--- src/rtl/detector_jogada_pkg.sv ---
// Shared types and constants for the button-press detector: FSM state
// encoding, one-hot button codes and a multi-hot test helper.
package detector_jogada_pkg;

  typedef enum logic [1:0] {
    OCIOSO      = 2'd0,
    ESTABILIZA  = 2'd1,
    PRESSIONADO = 2'd2,
    LIBERA      = 2'd3
  } estado_t;

  localparam logic [3:0] BOTAO_0 = 4'b0001;
  localparam logic [3:0] BOTAO_1 = 4'b0010;
  localparam logic [3:0] BOTAO_2 = 4'b0100;
  localparam logic [3:0] BOTAO_3 = 4'b1000;

  // Clearing the lowest set bit leaves something only if two or more were set.
  function automatic logic mais_de_um(input logic [3:0] v);
    return (v & (v - 4'd1)) != 4'd0;
  endfunction

endpackage

--- src/rtl/sincronizador.sv ---
// Two-flop synchronizer for asynchronous inputs; both stages clear on the
// synchronous active-high reset.
module sincronizador #(
  parameter int WIDTH = 4
) (
  input  logic             clock,
  input  logic             reset,
  input  logic [WIDTH-1:0] d,
  output logic [WIDTH-1:0] q
);

  logic [WIDTH-1:0] meta;

  // NOTE: non-blocking assignments so q takes the old meta, giving two stages.
  always_ff @(posedge clock) begin
    if (reset) begin
      meta <= '0;
      q    <= '0;
    end else begin
      meta <= d;
      q    <= meta;
    end
  end

endmodule

--- src/rtl/detector_jogada.sv ---
// Debounces the four game buttons and emits one tem_jogada pulse with a
// one-hot jogada per press. Define DETECTOR_MULTIPLO_EN to discard multi-hot presses.
module detector_jogada
  import detector_jogada_pkg::*;
#(
  parameter int DEBOUNCE = 4
) (
  input  logic       clock,
  input  logic       reset,
  input  logic [3:0] botoes,
  input  logic       habilita,
  output logic       tem_jogada,
  output logic [3:0] jogada,
  output logic       db_multiplo,
  output logic [1:0] db_estado
);

  localparam int CW = $clog2(DEBOUNCE + 1);
  localparam logic [CW-1:0] CNT_MAX = CW'(DEBOUNCE - 1);
  localparam logic [CW-1:0] CNT_SAT = '1;

  logic [3:0]    sinc;
  estado_t       estado, estado_next;
  logic [3:0]    cand, cand_next;
  logic [CW-1:0] cnt, cnt_next;
  logic          aceita;
  logic          tem_next;
  logic [3:0]    jogada_next;
  logic          multiplo_next;

  sincronizador #(.WIDTH(4)) u_sinc (
    .clock (clock),
    .reset (reset),
    .d     (botoes),
    .q     (sinc)
  );

  // NOTE: every always_comb output gets a default first, so no path infers a latch.
  always_comb begin
    estado_next = estado;
    cand_next   = cand;
    cnt_next    = cnt;
    aceita      = 1'b0;
    case (estado)
      OCIOSO: begin
        if (sinc != 4'd0) begin
          estado_next = ESTABILIZA;
          cand_next   = sinc;
          cnt_next    = '0;
        end
      end
      ESTABILIZA: begin
        if (sinc == 4'd0) begin
          estado_next = OCIOSO;
        end else if (sinc != cand) begin
          cand_next = sinc;
          cnt_next  = '0;
        end else if (cnt == CNT_MAX) begin
          estado_next = PRESSIONADO;
          aceita      = 1'b1;
        end else if (cnt != CNT_SAT) begin
          cnt_next = cnt + CW'(1);
        end
      end
      PRESSIONADO: begin
        if (sinc == 4'd0) begin
          estado_next = LIBERA;
          cnt_next    = '0;
        end
      end
      LIBERA: begin
        if (sinc != 4'd0) begin
          cnt_next = '0;
        end else if (cnt == CNT_MAX) begin
          estado_next = OCIOSO;
        end else if (cnt != CNT_SAT) begin
          cnt_next = cnt + CW'(1);
        end
      end
      default: estado_next = OCIOSO;
    endcase

    tem_next      = 1'b0;
    jogada_next   = jogada;
    multiplo_next = 1'b0;
`ifdef DETECTOR_MULTIPLO_EN
    if (aceita && mais_de_um(cand)) begin
      multiplo_next = 1'b1;
    end else if (aceita && habilita) begin
      tem_next    = 1'b1;
      jogada_next = cand;
    end
`else
    if (aceita && habilita) begin
      tem_next    = 1'b1;
      jogada_next = cand;
    end
`endif
  end

  always_ff @(posedge clock) begin
    if (reset) begin
      estado     <= OCIOSO;
      cand       <= '0;
      cnt        <= '0;
      tem_jogada <= 1'b0;
      jogada     <= '0;
    end else begin
      estado     <= estado_next;
      cand       <= cand_next;
      cnt        <= cnt_next;
      tem_jogada <= tem_next;
      jogada     <= jogada_next;
    end
  end

`ifdef DETECTOR_MULTIPLO_EN
  always_ff @(posedge clock) begin
    if (reset) db_multiplo <= 1'b0;
    else       db_multiplo <= multiplo_next;
  end
`else
  assign db_multiplo = 1'b0;
  logic unused_multiplo;
  assign unused_multiplo = multiplo_next;
`endif

  assign db_estado = estado;

endmodule

--- config.mk ---
export PLATFORM = sky130hd
export DESIGN_NAME = detector_jogada
export DESIGN_NICKNAME = d
export VERILOG_FILES = /design/src/rtl/detector_jogada_pkg.sv /design/src/rtl/sincronizador.sv /design/src/rtl/detector_jogada.sv
export SDC_FILE = /design/constraint.sdc
export NUM_CORES = 1
export LEC_CHECK = 0
export CAP_MARGIN = 20
export CORE_MARGIN = 2
export CORE_UTILIZATION = 45
export DETAILED_ROUTE_END_ITERATION = 8
export GPL_TIMING_DRIVEN = 0
export PLACE_DENSITY = 0.77
export SETUP_SLACK_MARGIN = 0.5
export SLEW_MARGIN = 10
export SYNTH_ARGS = -nofsm -noshare
export SYNTH_HDL_FRONTEND = slang
export SYNTH_HIERARCHICAL = 1
export SYNTH_SLANG_ARGS = --single-unit
--- constraint.sdc ---
create_clock -name clock -period 1.51 [get_ports clock]
set_input_delay 0.2265 -clock clock [delete_from_list [all_inputs] [get_ports clock]]
set_output_delay 0.2265 -clock clock [all_outputs]
set_load 0.01 [all_outputs]
Word-level counts from Yosys, hierarchy flattened
Cells that the tools add are included.
{ "totals": {"n_memories": 0, "romBits": 0, "output_inout_bits": 8, "latch_bits": 0, "ff_bits": 22, "ram_bits": 0} }
{ "classes": {"n_lt_le_gt_ge": 0, "n_mux": 25, "bitwise": 0, "shifts": 0, "add_sub_neg": 1, "div_mod_pow": 0, "eq_ne": 14, "reduce_logical": 8, "multipliers": 0} }
{ "ops": {"columns": ["op", "count"], "rows": [
  ["3-bit 2-to-1 mux", 7],
  ["2-bit 2-to-1 mux", 7],
  ["4-bit 2-to-1 mux", 3],
  ["2-bit != test, second input constant", 6],
  ["3-bit one-hot mux with 4 select lines", 1],
  ["3-bit != test, second input constant", 3],
  ["2-bit one-hot mux with 4 select lines", 1],
  ["4-bit one-hot mux with 2 select lines", 1],
  ["6-bit AND reduction", 1],
  ["1-bit 2-to-1 mux", 5],
  ["2-bit == test, second input constant", 2],
  ["4-bit zero test", 1],
  ["4-bit != test", 1],
  ["4-bit AND reduction", 1],
  ["4-bit nonzero test", 1],
  ["3-bit by 1-bit adder with 3-bit output, second input constant", 1],
  ["3-bit by 2-bit == test with 1-bit output, second input constant", 1],
  ["3-bit AND reduction", 1],
  ["2-bit by 1-bit == test with 1-bit output, second input constant", 1],
  ["2-bit zero test", 1],
  ["2-bit nonzero test", 1],
  ["1-bit logical AND", 1]
]} }

Logic depth before layout (Yosys ltp)
Gate-level depths: netlist of run 1.
{ "depth": {"depth_word": 7, "depth_mapped": 5, "mapped_depth_nobuf": 4} }

Hierarchy
Netlist of run 1, hierarchy kept.
{ "by_module_without_submodules": {"columns": ["module", "instances", "area_each_um2", "cells_each"], "rows": [
  ["detector_jogada", 1, 788.3, 87],
  ["sincronizador", 1, 210.2, 16]
]} }

Worst setup path before layout of run 1
OpenSTA, ideal clock, no wires.
{ "synth_path": {"path_kind": "flip-flop to flip-flop", "startpoint": "register u_sinc.q[0]", "endpoint": "register cnt[0]", "arrival_ns": 1.528, "setup_ns": 0.135, "stages_incl_launch_ff": 5, "setup_slack_ns": -0.153, "path_cell_list": "dfxtp_1 > nor4_4 > mux2_4 > a221oi_1 > nor3_2"} }
{ "synth_between": {"elab_chain_cells": 4} }
{ "synth_lines": {"columns": ["item", "line_no", "source"], "rows": [
  ["from (decl)", "sincronizador.sv:9", "output logic [WIDTH-1:0] q"],
  ["from (signal assigned)", "sincronizador.sv:21", "q <= meta;"],
  ["4-bit != test", "detector_jogada.sv:55", "end else if (sinc != cand) begin"],
  ["3-bit 2-to-1 mux", "detector_jogada.sv:55", null],
  ["3-bit 2-to-1 mux", "detector_jogada.sv:53", "if (sinc == 4'd0) begin"],
  ["3-bit one-hot mux with 4 select lines", "detector_jogada.sv:44", "case (estado)"],
  ["to (signal assigned)", "detector_jogada.sv:111", "cnt <= cnt_next;"],
  ["to (decl)", "detector_jogada.sv:25", "logic [CW-1:0] cnt, cnt_next;"]
]} }
Parallel ways exist; a longest one is shown, timed or not. The select of a mux whose other input is x is not followed.
A chain may end at the register's enable or synchronous reset.

Final worst setup path of run 1
{ "layout_path": {"startpoint": "register u_sinc.q[3]", "endpoint": "register estado[0], in the netlist db_estado[0]"} }
{ "layout_between": {"elab_chain_cells": 3} }
{ "layout_lines": {"columns": ["item", "line_no", "source"], "rows": [
  ["4-bit != test, or another cell as far along", "detector_jogada.sv:55", null],
  ["3-bit != test (no source line), or another cell as far along", null, null],
  ["6-bit AND reduction (no source line) or 2-bit one-hot mux with 4 select lines (tied branches)", null, null],
  ["to (signal assigned)", "detector_jogada.sv:109", "estado <= estado_next;"],
  ["to (decl)", "detector_jogada.sv:23", "estado_t estado, estado_next;"]
]} }
Parallel ways exist; a longest one is shown, timed or not.

==> results of run 1 <==
-- per-layer routing --
| metal | vias to the layer above | share of wire, % |
|---|---|---|
| met5 | - | 0 |
| met1 | 423 | 41 |
| li1 | 423 | - |
| met3 | 3 | 2.6 |
| met4 | 0 | 1.2 |
| met2 | 18 | 55 |
-- flip-flops by register name (all words and copies together), names as in the netlist, named ones only --
| name | count |
|---|---|
| cand | 4 |
| cnt | 3 |
| db_estado | 1 |
| jogada | 4 |
| tem_jogada | 1 |
| u_sinc/meta | 4 |
| u_sinc/q | 4 |
-- cell type report --
cell class	instances	area (um2)	area share, %
buffer	8	52.6	3.56
clock buffer	3	22.5	1.53
inverter	2	7.51	0.508
multi-input combinational	71	622	42.1
sequential	22	468	31.7
tap	28	35.0	2.37
timing repair buffer	27	269	18.2
-- critical path, delay by kind of cell (launching register included) --
kind | cells | cell delay [ps]
AO/OA/AOI/OAI | 2 | 270
XOR/XNOR | 1 | 140
buffers and inverters | 3 | 420
flip-flops | 1 | 380
AND/OR/NAND/NOR | 1 | 240
-- logic make-up after synthesis --
logic type	after synthesis	share of synthesized area [%]
mux	6	6.64
buf+inv	10	5.26
simple gates	46	30.1
flops	22	44.1
compound gates	14	10.0
xor+xnor	4	3.51
other cells	1	0.376
-- what timing repair did --
item                                    4_1_cts  5_1_grt
resized for setup                            47       24
endpoints found under the setup margin       21       20
setup buffers                                 9        4
cloned                                        1        0
pin swaps                                     5        5
-- stage by stage --
stage          power (mW)  utilization, %  hold slack (ps)  setup slack [ps]  area [um2]
6_report             1.24            68.7              355             -47.1        1480
3_5_place_dp        0.843            55.6              428              -483        1190
3_3_place_gp        0.835            55.6              417              -450        1190
4_1_cts              1.17            61.6              400             -34.4        1320
5_1_grt              1.30            68.7              410              -113        1480
2_1_floorplan       0.792               -              291             -54.6        1030
-- power by group --
part / leakage [nW] / total, mW / internal, mW / switching (mW)
Combinational: 0.393 / 0.347 / 0.198 / 0.149
Sequential: 0.187 / 0.632 / 0.604 / 0.0281
Clock: 0.0138 / 0.257 / 0.0933 / 0.164
-- worst max-delay path by stage --
| stage | endpoint | slack (ps) | cells past startpoint |
|---|---|---|---|
| after floorplan | cnt[0] | -50 | 4 |
| after global placement | cnt[1] | -450 | 6 |
| after detailed placement | cnt[0] | -480 | 6 |
| after CTS | cnt[1] | -30 | 5 |
| after global routing | db_estado[0] | -110 | 7 |
| final | db_estado[0] | -50 | 7 |
-- cell usage in the layout, fill, tap and decap left out, drive strengths merged --
cell type       n
buf            26
dfxtp          22
nand2          12
nor2b          10
nor2            6
clkbuf          6
clkdlybuf4s50   5
nand4           5
mux2i           4
nor4b           4
xor2            4
o311ai          4
a21oi           4
a31oi           4
inv             2
nor4            2
nor3b           2
mux2            2
and4            1
or2             1
a221oi          1
nand2b          1
and3b           1
nor3            1
o221a           1
conb            1
clkdlybuf4s15   1
==> impl_metrics.toml, run 1 <==
[status]
outcome = "complete, but fails checks"
violations = "negative setup slack"

[synthesis]
yosysTopAreaCell = "dfxtp_1"
synth_area_per_cell_um2 = 9.69
synth-main-ff-cell = "dfxtp_1"
synth_common_cells = "22 x dfxtp_1, 12 x nand2_1, 10 x nor2b_1"
seq_area_frac_synth_pct = 44.1
synth_seq_cells = 22
async_reset_ff_share_pct = 0
synth_top_area_share_pct = 44.1
synth.most_common_cell = "dfxtp_1"
synth_edf_count = 0
syn_nets = 110
yosysWarningCount = 6
ys_types = 29
synth_area_leaders = "dfxtp_1 44%, nor2b_1 6.3%, nand2_1 4.5%"
syn_area_um2 = 998
syn-instance-count = 103

[setup_path]
reg2reg_depth = 7
crit_type = "flip-flop to flip-flop"
regToRegEndpoint = "db_estado[0]"
r2r_slack_ps = -50
cp-start-kind = "flip-flop"
cp-startpoint = "u_sinc/q[3]"
slowest_delay_ps = 380
worst-path-max-fanout = 5
arrival_ps = 1770
cp.required_ps = 1720
worst_setup_path_end_kind = "flip-flop"
r2r-start = "u_sinc/q[3]"
path_cells = "buf_12 -> xor2_4 -> nor4_4 -> buf_4 -> buf_6 -> a21oi_2 -> o221a_2"
critical-path-slowest-cell = "dfxtp_4"

[global_routing]
met2_usage_pct = 34.2
grt_overflow_total = 0
first_global_vias = 815
grt_max_degree = 12
grt_first_pass_wirelength_um = 3590
grt_usage_pct = 18.8
grt_busiest_layer = "met2"
grt.met3_usage_pct = 3.51
grt.met1_usage_pct = 20.6
antenna_found_initial = 0

[power_and_ir_drop]
ir_worst_vdd_mv = 0.628
p_leak_nw = 0.594
p_per_area_mw_per_mm2 = 837

[clock_network]
cts_root_buf = "clkbuf_4"
postCtsHoldBufs = 0
cts_tree = "built"
cts_sinks = 22
clk_pin_slew_ps = 110
cts_buffer_depth = 2
htreeDepth = 1
clk_latency_ps = 300
cts_buffers = 3

[floorplan]
fp.dieH_um = 51.1
num_io_pins = 15
rows = 17
die_w_um = 51.1
die_area_mm2 = 0.00261
start_util_pct = 46.5
core_region_area_mm2 = 0.00215

[hold_path]
min_delay_path_depth = 2
min_to = "u_sinc/q[1]"
min_from = "reset"
hold_path_class = "primary input to flip-flop"

[timing]
hold_viol_final = 0
min_period_ps = 1560
rsz0062_at_grt = "yes"
setup_ws_ps = -47.1
tns_ps = -165
skew_ps = 2.31
finalSetupViolCount = 5
min_period_over_period_pct = 103
drv_slew = 0
fmax_mhz = 642

[layout]
drive_above_1_share_pct = 48.1
instances_no_fill = 161
num-nets-final = 142
diodes = 0
area_growth_pct = 47.9
fillCellCount = 164

[place]
dp_hpwl_um = 1350
place_inst = 144
gp_congestion = 0.794
portBuffers = 13

[route]
antenna_left = 0
dr.pass1.iters = 4
via_count = 867
first_iter_violations = 9
avgViaCountPerCell = 5.39
routed_wl_um = 2180
drc = 0
avgRoutedWirePerCell_um = 13.5

[flow_run]
cap_violations = 0
Power figures use the tool's default switching activity.
==> run 2: changes to the inputs <==
--- a/config.mk
+++ b/config.mk
@@ -5,12 +5,14 @@
 export SDC_FILE = /design/constraint.sdc
 export NUM_CORES = 1
 export LEC_CHECK = 0
+export ABC_AREA = 1
 export CAP_MARGIN = 20
 export CORE_MARGIN = 2
 export CORE_UTILIZATION = 45
 export DETAILED_ROUTE_END_ITERATION = 8
 export GPL_TIMING_DRIVEN = 0
 export PLACE_DENSITY = 0.77
+export RECOVER_POWER = 50
 export SETUP_SLACK_MARGIN = 0.5
 export SLEW_MARGIN = 10
 export SYNTH_ARGS = -nofsm -noshare
==> run 2 against run 1 <==
  * Largest cell class unchanged
  * Highest routed layer unchanged
  * Critical path depth up 2
  * First-iteration DRC count up 140%
  * Clock-buffer cell count unchanged
  * Clock skew up 5.8 ps
  * Via count up 16%
  * Synthesized area up 4.6%
  * Clock power up 75%
  * Worst setup slack better by 210 ps
  * The run now ends clean
  * Utilization down 2.2 points
==> impl_metrics.toml, run 2 <==
[floorplan]
core_region_area_mm2 = 0.00221
fp.dieH_um = 52.2
num_io_pins = 15
start_util_pct = 47.2
rows = 17
die_w_um = 52.2
die_area_mm2 = 0.00272

[synthesis]
synth_area_leaders = "dfxtp_1 42%, nand2_1 14%, nor2_1 10%"
synth_area_per_cell_um2 = 6.78
syn-instance-count = 154
syn_nets = 161
synth_common_cells = "39 x nand2_1, 29 x nor2_1, 23 x inv_1"
ys_types = 22
synth_seq_cells = 22
synth_top_area_share_pct = 42.2
yosysWarningCount = 6
synth_edf_count = 0
syn_area_mm2 = 0.00104
synth-main-ff-cell = "dfxtp_1"
async_reset_ff_share_pct = 0
synth.most_common_cell = "nand2_1"
yosysTopAreaCell = "dfxtp_1"
seq_area_frac_synth_pct = 42.2

[setup_path]
worst_setup_path_end_kind = "flip-flop"
worst-path-max-fanout = 4
crit_type = "flip-flop to flip-flop"
slowest_delay_ps = 360
r2r-start = "cand[3]"
critPathTopFamily = "simple AND/OR/NAND/NOR gates"
path_cells = "inv_1 -> nand2_1 -> nand2_2 -> nor2_4 -> nand2_2 -> nor2_4 -> nand3_2 -> nand2_1 -> nor2_1"
cp.required_ps = 1740
critical-path-slowest-cell = "dfxtp_2"
arrival_ps = 1570
cp-startpoint = "cand[3]"
cp-start-kind = "flip-flop"
cp_num_buf_inv = 1

[route]
drc = 0
antenna_left = 0
via_count = 1006
first_iter_violations = 22
avgViaCountPerCell = 4.79
avgRoutedWirePerCell_um = 11.9
dr.pass1.iters = 4
routed_wl_um = 2500

[flow_run]
cap_violations = 0

[power_and_ir_drop]
pwr-share-clk_pct = 31.5
p_total_mw = 1.43
combPwrFrac_pct = 23.9
switching_share_pct = 28.8
power.internal_mw = 1.02
switchingPower_uw = 411
ir_worst_vdd_mv = 0.621
p_seq_share_pct = 44.7
p_leak_nw = 0.665
p_per_area_mw_per_mm2 = 970

[global_routing]
grt_first_pass_wirelength_um = 3710
grt_overflow_total = 0
grt_max_degree = 14
met2_usage_pct = 34.6
grt_busiest_layer = "met2"
first_global_vias = 912
grt.met3_usage_pct = 2.57
antenna_found_initial = 0
grt.met1_usage_pct = 20.2
grt_usage_pct = 18.0

[layout]
diodes = 0
fillCellCount = 171
area_growth_pct = 40.8
layout_common_cells = "28 x nand2_1, 26 x nor2_1, 17 x inv_1, 13 x dfxtp_1, 12 x nand2_2"
drive_above_1_share_pct = 39.0
fin_area_mm2 = 0.00147
final_common_cell = "nand2_1"
fin_util_pct = 66.5
num-nets-final = 190
instances_no_fill = 210

[clock_network]
cts_root_buf = "clkbuf_4"
cts_buffers = 3
cts_tree = "built"
cts_buffer_depth = 2
htreeDepth = 1
postCtsHoldBufs = 0
clk_latency_ps = 310
clk_pin_slew_ps = 130
cts_sinks = 22

[place]
dp_hpwl_um = 1360
placed_area_mm2 = 0.00122
place_inst = 195
gp_congestion = 0.891
post-place-ws_ps = 3.87
portBuffers = 13

[timing]
setup_ws_ps = 163
tns_ps = 0
finalSetupViolCount = 0
drv_slew = 0
fmax_mhz = 742
min_period_over_period_pct = 89.2
min_period_ps = 1350
skew_ps = 8.12
holdWs_ps = 403
hold_viol_final = 0
rsz0062_at_grt = "yes"

[hold_path]
min_from = "u_sinc/meta[2]"
hold_path_class = "flip-flop to flip-flop"

[status]
outcome = "finished, final reports clean"
==> run 2: cell count changes after synthesis, moves of 10 or more <==
cell,delta
nand2_1,+27
nor2b_1,-10
inv_1,+21
nor2_1,+23
nand3_1,+11
==> run 2: worst paths after layout <==
| path | slack [ps] | depth (start not counted) | end |
|---|---|---|---|
| setup / recovery | 160 | 9 | jogada[3] |
| hold / removal | 400 | 2 | u_sinc/q[2] |
| setup reg to reg | 160 | 9 | jogada[3] |
| hold reg to reg | 400 | 2 | u_sinc/q[2] |
==> run 2: timing repair <==
action	4_1_cts	5_1_grt
gates resized for setup	50	26
hold endpoints to repair	0	0
pin swaps	8	9
setup buffers	5	6
endpoints found under the setup margin	21	21
==> run 2: metal layers <==
| layer | part of all wire, % | wire length, um |
|---|---|---|
| met1 | 38 | 959 |
| met4 | 1.8 | 46 |
| met2 | 55 | 1390 |
| met5 | 0 | 0 |
| met3 | 4.5 | 112 |
==> run 2: final cells by class <==
cell class	count	area [um2]	area share, %
Clock inverter	1	30.0	2.04
Inverter	28	108	7.31
Tap cell	28	35.0	2.38
Sequential cell	22	464	31.5
Timing Repair Buffer	24	234	15.9
Multi-Input combinational cell	102	567	38.5
Buffer	2	11.3	0.765
Clock buffer	3	22.5	1.53
==> run 2: cell families (layout without fill, tap and decap cells) <==
family / count (synthesis) / count (layout) / share of synthesized area, %
other: 1 / 1 / 0.359
DFF: 22 / 22 / 42.2
AOI/OAI and AO/OA: 9 / 9 / 4.55
and+or+nand+nor: 91 / 91 / 40.2
xor gates and xnor gates: 1 / 1 / 0.838
buffers and inverters: 30 / 58 / 11.9
==> run 2: power groups by stage <==
stage / combinational (mW) / sequential (mW) / clock [mW]
after CTS: 0.273 / 0.639 / 0.450
after global placement: 0.224 / 0.651 / 0
after floorplan: 0.178 / 0.649 / 0
final: 0.340 / 0.638 / 0.449
after global routing: 0.373 / 0.641 / 0.478
after detailed placement: 0.232 / 0.653 / 0
==> run 2: worst reg2reg max path: stages (launching register included) <==
cell and delay [ps]:
dfxtp_2 360, inv_1 90, nand2_1 90, nand2_2 70, nor2_4 150, nand2_2 110, nor2_4 170, nand3_2 100
nand2_1 70, nor2_1 40
==> run 3: changes to the inputs <==
--- a/config.mk
+++ b/config.mk
@@ -10,7 +10,7 @@
 export CORE_MARGIN = 2
 export CORE_UTILIZATION = 45
 export DETAILED_ROUTE_END_ITERATION = 8
-export GPL_TIMING_DRIVEN = 0
+export GPL_TIMING_DRIVEN = 1
 export PLACE_DENSITY = 0.77
 export RECOVER_POWER = 50
 export SETUP_SLACK_MARGIN = 0.5
==> run 3 against run 2 <==
  * Clock power fell by 29%
  * Via count shrank 2.8%
  * Critical path depth unchanged
  * Flip-flop and latch count did not move
  * First-iteration DRC count is 64% lower
  * Critical path type unchanged
  * Maximum frequency grew 8.7%
  * Final area is 6.4% lower
  * Utilization fell by 4.2 points
  * Register-to-register slack gained 110 ps
  * Power decreased by 13%
==> impl_metrics.toml, run 3 (synthesized netlist as in run 2, its figures left out) <==
[place]
dp_hpwl_um = 1380
placed_area_mm2 = 0.00121
post-place-ws_ps = 140
portBuffers = 13
place_inst = 194
gp_congestion = 0.810

[hold_path]
hold_path_class = "flip-flop to flip-flop"
min_delay_path_depth = 2
min_to = "u_sinc/q[1]"
min_from = "u_sinc/meta[1]"

[layout]
area_growth_pct = 31.9
fin_area_mm2 = 0.00138
fillCellCount = 194
final_common_cell = "nand2_1"
drive_above_1_share_pct = 34.9
layout_common_cells = "29 x nand2_1, 26 x nor2_1, 16 x inv_1, 14 x dfxtp_1, 11 x inv_2"
instances_no_fill = 203
diodes = 0
num-nets-final = 183

[setup_path]
worst_setup_path_end_kind = "flip-flop"
worst-path-max-fanout = 4
reg2reg_depth = 9
r2r_slack_ps = 270
crit_type = "flip-flop to flip-flop"
cp-start-kind = "flip-flop"
slowest_delay_ps = 400
critical-path-slowest-cell = "dfxtp_4"
path_cells = "inv_2 -> nand2_2 -> nand2_4 -> nor2_4 -> nand2_2 -> nor2_4 -> nand3_1 -> nand2_1 -> nor2_1"
regToRegEndpoint = "jogada[0]"
arrival_ps = 1440
cp.required_ps = 1720
r2r-start = "u_sinc/q[2]"

[global_routing]
grt_overflow_total = 0
grt_usage_pct = 16.6
first_global_vias = 867
antenna_found_initial = 0
grt_max_degree = 13
grt_first_pass_wirelength_um = 3410

[clock_network]
htreeDepth = 1
cts_tree = "built"
cts_root_buf = "clkbuf_4"
cts_buffer_depth = 2
cts_sinks = 22
clk_pin_slew_ps = 110
cts_buffers = 3
clk_latency_ps = 310

[timing]
setup_ws_ps = 271
finalSetupViolCount = 0
drv_slew = 0
fmax_mhz = 807
tns_ps = 0
min_period_ps = 1240
min_period_over_period_pct = 82.0
rsz0062_at_grt = "yes"
hold_viol_final = 0
skew_ps = 10.2

[floorplan]
num_io_pins = 15
die_w_um = 52.2
rows = 17
fp.dieH_um = 52.2
start_util_pct = 47.2
core_region_area_mm2 = 0.00221
die_area_mm2 = 0.00272

[route]
antenna_left = 0
avgRoutedWirePerCell_um = 10.3
avgViaCountPerCell = 4.82
dr.pass1.iters = 5
via_count = 978
routed_wl_um = 2090
drc = 0
first_iter_violations = 8

[power_and_ir_drop]
p_per_area_mw_per_mm2 = 904
p_seq_share_pct = 51.5
switchingPower_uw = 371
pwr-share-clk_pct = 25.5
power.internal_uw = 874
p_total_mw = 1.25
switching_share_pct = 29.8
ir_worst_vdd_mv = 0.630
combPwrFrac_pct = 23.0
p_leak_nw = 0.615

[flow_run]
cap_violations = 0

[status]
outcome = "finished, final reports clean"
run 3: through the flow:
step,hold slack [ps],util (%)
after detailed placement,391,54.8
after floorplan,288,-
after global routing,427,62.3
after global placement,383,54.8
final,403,62.3
after CTS,409,58.5
run 3: routing by layer:
metal | track usage [%] | vias up | share of wire (%)
met3 | 2.86 | 9 | 5.5
met5 | 0 | - | 0
li1 | - | 499 | -
met2 | 30.6 | 31 | 52
met1 | 18.4 | 439 | 40
met4 | 7.26 | 0 | 2.8
run 3: worst max path at each step:
stage / end / from
floorplan: jogada[1] / u_sinc/q[2]
global placement: jogada[0] / habilita
detailed placement: jogada[1] / habilita
CTS: jogada[0] / cand[3]
global route: cnt[0] / u_sinc/q[2]
finish: jogada[0] / u_sinc/q[2]
run 3: power by group through the flow:
stage / sequential (mW) / clock, mW / combinational [mW]
3_5_place_dp: 0.654 / 0 / 0.227
4_1_cts: 0.641 / 0.331 / 0.245
6_report: 0.641 / 0.317 / 0.286
5_1_grt: 0.645 / 0.355 / 0.319
3_3_place_gp: 0.651 / 0 / 0.224
2_1_floorplan: 0.649 / 0 / 0.178
run 3: layout make-up:
type	instances	area [um2]	area share [%]
tap	28	35.0	2.54
multi-input combinational	102	562	40.8
timing repair buffer	19	176	12.8
clock buffer	4	36.3	2.63
inverter	28	105	7.63
sequential	22	463	33.6
run 3: repair_timing:
| item | in CTS | in global routing |
|---|---|---|
| pin swaps | 4 | 8 |
| gates resized for setup | 48 | 24 |
| setup buffers | 1 | 4 |
| hold buffers | 0 | 0 |
| setup endpoints to repair | 21 | 21 |
run 3: critical path: cells and delay by family (launching register included):
kind                   cells  cell delay [ps]
flip-flops                 1              400
buffers and inverters      1               50
AND/OR/NAND/NOR            8              700
